## config.mk

```make
export PLATFORM = sky130hd
export DESIGN_NAME = perf_counter_bank
export DESIGN_NICKNAME = d
export VERILOG_FILES = /design/src/rtl/perf_counter_bank_pkg.sv /design/src/rtl/perf_counter_cell.sv /design/src/rtl/perf_counter_bank.sv
export SDC_FILE = /design/constraint.sdc
export NUM_CORES = 2
export LEC_CHECK = 0
export BUFFER_PORTS_ARGS = -buffer_cell sky130_fd_sc_hd__buf_2
export CAP_MARGIN = 20
export CORE_MARGIN = 3
export CORE_UTILIZATION = 45
export DETAILED_ROUTE_END_ITERATION = 12
export GPL_ROUTABILITY_DRIVEN = 0
export PLACE_DENSITY_LB_ADDON = 0.2
export SKIP_CTS_REPAIR_TIMING = 1
export SYNTH_ARGS = -nofsm -noshare
export SYNTH_HDL_FRONTEND = slang
export SYNTH_HIERARCHICAL = 1
export SYNTH_SLANG_ARGS = --single-unit
```

## constraint.sdc

```tcl
create_clock -name clk -period 5.5 [get_ports clk]
set_input_delay 0.55 -clock clk [delete_from_list [all_inputs] [get_ports clk]]
set_output_delay 0.55 -clock clk [all_outputs]
set_load 0.02 [all_outputs]
```

## src/rtl/perf_counter_bank_pkg.sv

```systemverilog
// perf_pkg: shared types and constants for the performance counter bank.
//   perf_mode_e  - per-channel overflow behaviour (PERF_WRAP / PERF_SAT)
//   perf_inc_t   - per-channel increment at the default increment width
//   perf_idx_width() - read index width for a given channel count (min 1)
package perf_pkg;

   typedef enum logic {
      PERF_WRAP = 1'b0,
      PERF_SAT  = 1'b1
   } perf_mode_e;

   localparam int PERF_INC_WIDTH_DEFAULT = 3;

   typedef logic [PERF_INC_WIDTH_DEFAULT-1:0] perf_inc_t;

   function automatic int perf_idx_width(input int n);
      return (n > 1) ? $clog2(n) : 1;
   endfunction

endpackage

```

## src/rtl/perf_counter_cell.sv

```systemverilog
// perf_counter_cell: one event counter with sticky overflow and a shadow copy.
// Ports:
//   clk, rst          clock, async active-high reset
//   en_i              global count enable
//   clear_i           synchronous clear of counter and overflow flag
//   inc_i             increment for this cycle
//   sat_mode_i        1 = saturate at all-ones, 0 = wrap
//   snap_i            copy next counter/overflow state into the shadow
//   ovf_o             live sticky overflow flag
//   shadow_cnt_o      shadow counter value
//   shadow_ovf_o      shadow overflow flag
module perf_counter_cell
   import perf_pkg::*;
#(
   parameter int CNT_WIDTH = 48,
   parameter int INC_WIDTH = 3
) (
   input  logic                 clk,
   input  logic                 rst,
   input  logic                 en_i,
   input  logic                 clear_i,
   input  logic [INC_WIDTH-1:0] inc_i,
   input  logic                 sat_mode_i,
   input  logic                 snap_i,
   output logic                 ovf_o,
   output logic [CNT_WIDTH-1:0] shadow_cnt_o,
   output logic                 shadow_ovf_o
);

   logic [CNT_WIDTH-1:0] cnt_q, cnt_d, cnt_next;
   logic                 ovf_q, ovf_d, ovf_next;
   logic [CNT_WIDTH-1:0] shadow_cnt_q, shadow_cnt_d;
   logic                 shadow_ovf_q, shadow_ovf_d;
   logic [CNT_WIDTH:0]   sum;
   logic                 carry;
   perf_mode_e           mode;

   assign mode  = perf_mode_e'(sat_mode_i);
   // One extra bit catches the carry out of the counter.
   assign sum   = {1'b0, cnt_q} + (CNT_WIDTH+1)'(en_i ? inc_i : '0);
   assign carry = sum[CNT_WIDTH];

   always_comb begin
      cnt_next = sum[CNT_WIDTH-1:0];
      if (carry && (mode == PERF_SAT)) cnt_next = '1;
      ovf_next = ovf_q | carry;
   end

   // Shadow captures the pre-clear next state so clear+snap acts as read-and-reset.
   always_comb begin
      cnt_d        = clear_i ? '0 : cnt_next;
      ovf_d        = clear_i ? 1'b0 : ovf_next;
      shadow_cnt_d = snap_i ? cnt_next : shadow_cnt_q;
      shadow_ovf_d = snap_i ? ovf_next : shadow_ovf_q;
   end

   always_ff @(posedge clk or posedge rst) begin
      if (rst) begin
         cnt_q        <= '0;
         ovf_q        <= 1'b0;
         shadow_cnt_q <= '0;
         shadow_ovf_q <= 1'b0;
      end else begin
         cnt_q        <= cnt_d;
         ovf_q        <= ovf_d;
         shadow_cnt_q <= shadow_cnt_d;
         shadow_ovf_q <= shadow_ovf_d;
      end
   end

   assign ovf_o        = ovf_q;
   assign shadow_cnt_o = shadow_cnt_q;
   assign shadow_ovf_o = shadow_ovf_q;

endmodule

```

## src/rtl/perf_counter_bank.sv

```systemverilog
// perf_counter_bank: NUM_EVENTS event counters with wrap/saturate mode, sticky
// overflow, atomic snapshot into shadow registers (on request or on a periodic
// interval) and a valid/ready read port returning shadow values.
// Ports:
//   clk, rst                  clock, async active-high reset
//   en, clear                 global count enable, synchronous clear
//   event_inc, sat_mode       per-channel increment and overflow mode
//   snap_req / snap_done      snapshot request pulse / shadow-updated pulse
//   ovf                       live sticky overflow flags
//   rd_req_valid/ready, rd_idx       read request channel
//   rsp_valid/ready, rsp_data/ovf/err read response channel
module perf_counter_bank
   import perf_pkg::*;
#(
   parameter int NUM_EVENTS    = 16,
   parameter int CNT_WIDTH     = 48,
   parameter int INC_WIDTH     = 3,
   parameter int DUMP_INTERVAL = 0,
   parameter int IDX_WIDTH     = perf_idx_width(NUM_EVENTS)
) (
   input  logic                                 clk,
   input  logic                                 rst,
   input  logic                                 en,
   input  logic                                 clear,
   input  logic [NUM_EVENTS-1:0][INC_WIDTH-1:0] event_inc,
   input  logic [NUM_EVENTS-1:0]                sat_mode,
   input  logic                                 snap_req,
   output logic                                 snap_done,
   output logic [NUM_EVENTS-1:0]                ovf,
   input  logic                                 rd_req_valid,
   output logic                                 rd_req_ready,
   input  logic [IDX_WIDTH-1:0]                 rd_idx,
   output logic                                 rsp_valid,
   input  logic                                 rsp_ready,
   output logic [CNT_WIDTH-1:0]                 rsp_data,
   output logic                                 rsp_ovf,
   output logic                                 rsp_err
);

   logic                                 snap_trig;
   logic                                 ival_trig;
   logic                                 snap_done_q;
   logic [NUM_EVENTS-1:0][CNT_WIDTH-1:0] shadow_cnt;
   logic [NUM_EVENTS-1:0]                shadow_ovf;

   assign snap_trig = snap_req | ival_trig;

   // ---------------- counter cells ----------------
   for (genvar i = 0; i < NUM_EVENTS; i++) begin : g_cell
      perf_counter_cell #(
         .CNT_WIDTH (CNT_WIDTH),
         .INC_WIDTH (INC_WIDTH)
      ) u_cell (
         .clk          (clk),
         .rst          (rst),
         .en_i         (en),
         .clear_i      (clear),
         .inc_i        (event_inc[i]),
         .sat_mode_i   (sat_mode[i]),
         .snap_i       (snap_trig),
         .ovf_o        (ovf[i]),
         .shadow_cnt_o (shadow_cnt[i]),
         .shadow_ovf_o (shadow_ovf[i])
      );
   end

   // ---------------- periodic snapshot ----------------
   if (DUMP_INTERVAL > 0) begin : g_ival
      localparam int IVW = $clog2(DUMP_INTERVAL + 1);
      logic [IVW-1:0] ival_q, ival_d;
      logic           hit;

      // Free-running regardless of en; clear restarts the period.
      assign hit = (ival_q == IVW'(DUMP_INTERVAL - 1));

      always_comb begin
         ival_d = ival_q + IVW'(1);
         if (clear || hit) ival_d = '0;
      end

      always_ff @(posedge clk or posedge rst) begin
         if (rst) ival_q <= '0;
         else     ival_q <= ival_d;
      end

      assign ival_trig = hit;
   end else begin : g_no_ival
      assign ival_trig = 1'b0;
   end

   always_ff @(posedge clk or posedge rst) begin
      if (rst) snap_done_q <= 1'b0;
      else     snap_done_q <= snap_trig;
   end

   assign snap_done = snap_done_q;

   // ---------------- read port ----------------
   logic                 rsp_valid_q, rsp_valid_d;
   logic [CNT_WIDTH-1:0] rsp_data_q, rsp_data_d;
   logic                 rsp_ovf_q, rsp_ovf_d;
   logic                 rsp_err_q, rsp_err_d;
   logic [CNT_WIDTH-1:0] sel_cnt;
   logic                 sel_ovf;
   logic                 idx_ok;
   logic                 accept;

   assign rd_req_ready = !rsp_valid_q || rsp_ready;
   assign accept       = rd_req_valid && rd_req_ready;
   assign idx_ok       = ({1'b0, rd_idx} < (IDX_WIDTH+1)'(NUM_EVENTS));

   // Decoded mux: an out-of-range index selects nothing and yields zeros.
   always_comb begin
      sel_cnt = '0;
      sel_ovf = 1'b0;
      for (int i = 0; i < NUM_EVENTS; i++) begin
         if (rd_idx == IDX_WIDTH'(i)) begin
            sel_cnt = shadow_cnt[i];
            sel_ovf = shadow_ovf[i];
         end
      end
   end

   always_comb begin
      rsp_valid_d = rsp_valid_q;
      rsp_data_d  = rsp_data_q;
      rsp_ovf_d   = rsp_ovf_q;
      rsp_err_d   = rsp_err_q;
      if (accept) begin
         rsp_valid_d = 1'b1;
         rsp_data_d  = sel_cnt;
         rsp_ovf_d   = sel_ovf;
         rsp_err_d   = !idx_ok;
      end else if (rsp_ready) begin
         rsp_valid_d = 1'b0;
      end
   end

   always_ff @(posedge clk or posedge rst) begin
      if (rst) begin
         rsp_valid_q <= 1'b0;
         rsp_data_q  <= '0;
         rsp_ovf_q   <= 1'b0;
         rsp_err_q   <= 1'b0;
      end else begin
         rsp_valid_q <= rsp_valid_d;
         rsp_data_q  <= rsp_data_d;
         rsp_ovf_q   <= rsp_ovf_d;
         rsp_err_q   <= rsp_err_d;
      end
   end

   assign rsp_valid = rsp_valid_q;
   assign rsp_data  = rsp_data_q;
   assign rsp_ovf   = rsp_ovf_q;
   assign rsp_err   = rsp_err_q;

endmodule

```

==> results.md <==
* Outcome: complete, no violations
* FF-to-FF setup slack at 2.13 ns
* Post-synth EDFFs at 0
* Final Max Slew Viols at 0
* Pin count of the biggest net entering global routing at 152
* Cells after Synth at 8,756
* Net Switching at 7569 uW
* Die span in y at 435.8 um
* Final worst path period share at 66.80%
* Synth Net Count at 8,895
* Hold depth at 3
* Final Hold Fails at 0
* Yosys warnings at 6
* Chip width at 435.8 um
* Ports at 144
* Total gr overflow at 0
* Mean post-synth cell area at 9.494 um2
* Later-pin clock latency in the skew report at 0.83 ns
* Busiest grt layer: met2
* Measured slew at the worst slew-check pin at 1.263 ns
* Power per cell area at 314.7 nW/um2
* Initial drt markers at 7,997
* Worst stage delay on the critical path at 0.84 ns
* Core Region at 183,300 um2
* GRT Util Overall at 29.12%
* Port-buffer cells at 142
* Dpl cell area at 84,870 um2
* Yosys reg bits at 1,619
* Finished Core Util at 49.90%
* DR vias at 67,930
* Clk pwr share at 45.7%
* GR Util met1 at 40.29%
* CTS Buf Count at 179
* CP max FO at 49
* Reg2reg path depth at 6
* CTS H-tree lvls at 4
* TritonRoute pass-1 iters at 9
* Met2 usage at 43.06%
* Cell-internal power at 21,210 uW
* Share of synthesized registers carrying an async set or reset at 100.0%
* Initial cell density of the core at 45.36%
* Worst r2r src: g_cell[12].u_cell/cnt_q[11]
* Highest clock rate at 0.2722 GHz
* CTS tree: done
* Worst path cell trace: buf_4 > and2_1 > ha_1 > fa_1 > a21o_1 > nand4_2 > nor2_1 > nand3_1 > a31oi_1
* Headroom to the max-slew limit at 14.76%
* Die area at 189,900 um2
* Clk root buf: clkbuf_16
* Detailed-route wire length per cell at 25.21 um
* Sequential power share at 45.2%
* Synth unique cells at 93
* Max_cap viols at 0
* Critical Path End Type: flip-flop
* Sw Share at 26.30%
* Synth Flop Type: dfrtp_1
* Hold crit path type: primary input to flip-flop
* Design area at 91,450 um2
* Commonest cells in the netlist: nor2_1 (1,703), dfrtp_1 (1,619), a21oi_1 (1,169), nand2_1 (408), xnor2_1 (325)
* Fill count at 17,000
* Vias in the first global route at 64,900
* Setup CP Type: primary input to flip-flop
* Post-detail-place hpwl at 204,400 um
* Area growth syn-to-layout at 10.01%
* Synth area leaders: dfrtp_1 (49%), nor2_1 (7.7%), a21oi_1 (7.0%)
* WP data arrival at 4.38 ns
* CP Data Required Time at 6.20 ns
* CTS sink cnt at 1,619
* Comb power frac at 9.1%
* Met3 GRT Util at 5.727%
* Worst vdd ir at 0.2458 mV
* Slowest cell on crit path: nand3_1
* Routed wire length at 283,700 um
* # DRC at 0
* Startpoint Class: primary input
* Clock Path Buffers at 3
* Via-to-Cell Ratio at 6.038
* Setup_tns at 0 ns
* Min cycle time layout at 3.674 ns
* Final-stage net count at 8,773
* Finish-stage setup viols at 0
* Top cell type's share of synthesized area at 48.74%
* Global-route wire length before repair at 422,500 um
* Initial antenna violation count at 14
* Leading area contributor after synthesis: dfrtp_1
* RSZ-0062 raised after global routing: no
* Mapped Area at 83,130 um2
* Rows at 157
* Min-Delay Endpoint: rsp_valid
* Post-synthesis sequential area ratio at 48.74%
* Worst r2r dst: g_cell[12].u_cell/shadow_cnt_o[47]
* Worst Clk Skew at 0.03359 ns
* ANT nets after route at 0
* Hold Path Origin: rsp_ready
* Layout cells sized above 1 at 10.85%
* Leakage at 0.04058 uW
* Most common cell in the netlist: nor2_1
* Clock slew at the register clock pins of the worst setup and hold paths at 0.06 ns
[metrics by stage]
stage	hold slack, ns	setup WS [ns]	instances	power, uW
2_1_floorplan	0.4455	2.388	8756	14560
3_5_place_dp	0.4650	0.8939	10910	15770
6_report	0.07961	1.826	11250	28780
3_3_place_gp	0.4672	1.040	10910	15730
4_1_cts	-0.1075	1.723	11240	28930
5_1_grt	0.04056	1.607	11250	29700
[worst max path at each step]
stage / from / endpoint / cells after the start / slack, ns
after floorplan: rst / g_cell[0].u_cell/cnt_q[0] / 1 / 2.39
after global placement: en / g_cell[14].u_cell/shadow_cnt_o[39] / 10 / 1.04
after detailed placement: en / g_cell[14].u_cell/shadow_cnt_o[39] / 10 / 0.89
after CTS: en / g_cell[14].u_cell/shadow_cnt_o[39] / 10 / 1.72
after global routing: en / g_cell[12].u_cell/shadow_cnt_o[39] / 10 / 1.61
final: en / g_cell[5].u_cell/shadow_cnt_o[15] / 9 / 1.83
[worst max-delay path: cells and delay by family]
family          cells  cell delay [ns]
compound gates      2             0.61
fa+ha+maj           2             0.45
buf+inv             1             0.70
simple gates        4             1.90
[state kept, by name (all words and copies together) (netlist names)]
name                        cells
g_cell.u_cell/cnt_q           768
rsp_ovf                         1
g_cell.u_cell/shadow_ovf_o     16
rsp_data                       48
g_cell.u_cell/ovf_o            16
g_cell.u_cell/shadow_cnt_o    768
rsp_valid                       1
snap_done                       1
[layout make-up]
| type | instances | area, um2 | area share, % |
|---|---|---|---|
| diodes | 7 | 17.52 | 0.01916 |
| clock buffers | 241 | 5097 | 5.574 |
| clock inverters | 86 | 1341 | 1.467 |
| inverters | 80 | 340.3 | 0.3722 |
| multi-input cells | 6500 | 39220 | 42.88 |
| flip-flops and latches | 1619 | 40510 | 44.30 |
| well taps | 2464 | 3083 | 3.371 |
| repair buffers | 254 | 1837 | 2.009 |
[routing by layer]
layer / share of wire (%) / vias to the layer above
met1: 42 / 33710
met4: 6.2 / 6
met3: 8.3 / 584
li1: - / 30640
met2: 43 / 2984
met5: 0.013 / -
[logic make-up after synthesis]
group           after synthesis  share of synthesized area (%)
simple gates               3611                          22.75
compound gates             1968                          13.60
flops                      1619                          48.74
buf+inv                     637                          4.097
xor+xnor                    612                          6.448
mux                         244                          3.256
fa+ha+maj                    64                          1.108
other cells                   1                       0.004511
[cells in the final DEF (no fill, tap or decap), drive strengths merged, types with 35 or more instances in the layout]
master / synthesis / routed
nor2: 1706 / 1706
buf: 252 / 252
o221ai: 67 / 67
mux2: 58 / 58
dfrtp: 1619 / 1619
inv: 79 / 88
and4: 144 / 144
a21oi: 1202 / 1202
nor3: 232 / 232
clkinv: 1 / 35
a31oi: 115 / 115
nand4: 205 / 205
o21ai: 236 / 236
nor2b: 50 / 50
mux2i: 171 / 171
xor2: 287 / 287
o21a: 49 / 49
nand2: 421 / 421
clkbuf: 281 / 242
o22ai: 94 / 94
nand3: 289 / 289
xnor2: 325 / 325
or4: 51 / 51
ha: 48 / 48
and3: 152 / 152
nor4: 151 / 151
a21o: 50 / 50
and2: 131 / 131
[power by group through the flow]
stage | Combinational (uW) | Sequential [uW] | Clock (uW)
6_report | 2610 | 13000 | 13100
5_1_grt | 2820 | 13000 | 13800
4_1_cts | 2570 | 13000 | 13400
3_5_place_dp | 2560 | 13200 | 0
3_3_place_gp | 2530 | 13200 | 0
2_1_floorplan | 1590 | 13000 | 0
Power figures use the tool's default switching activity.
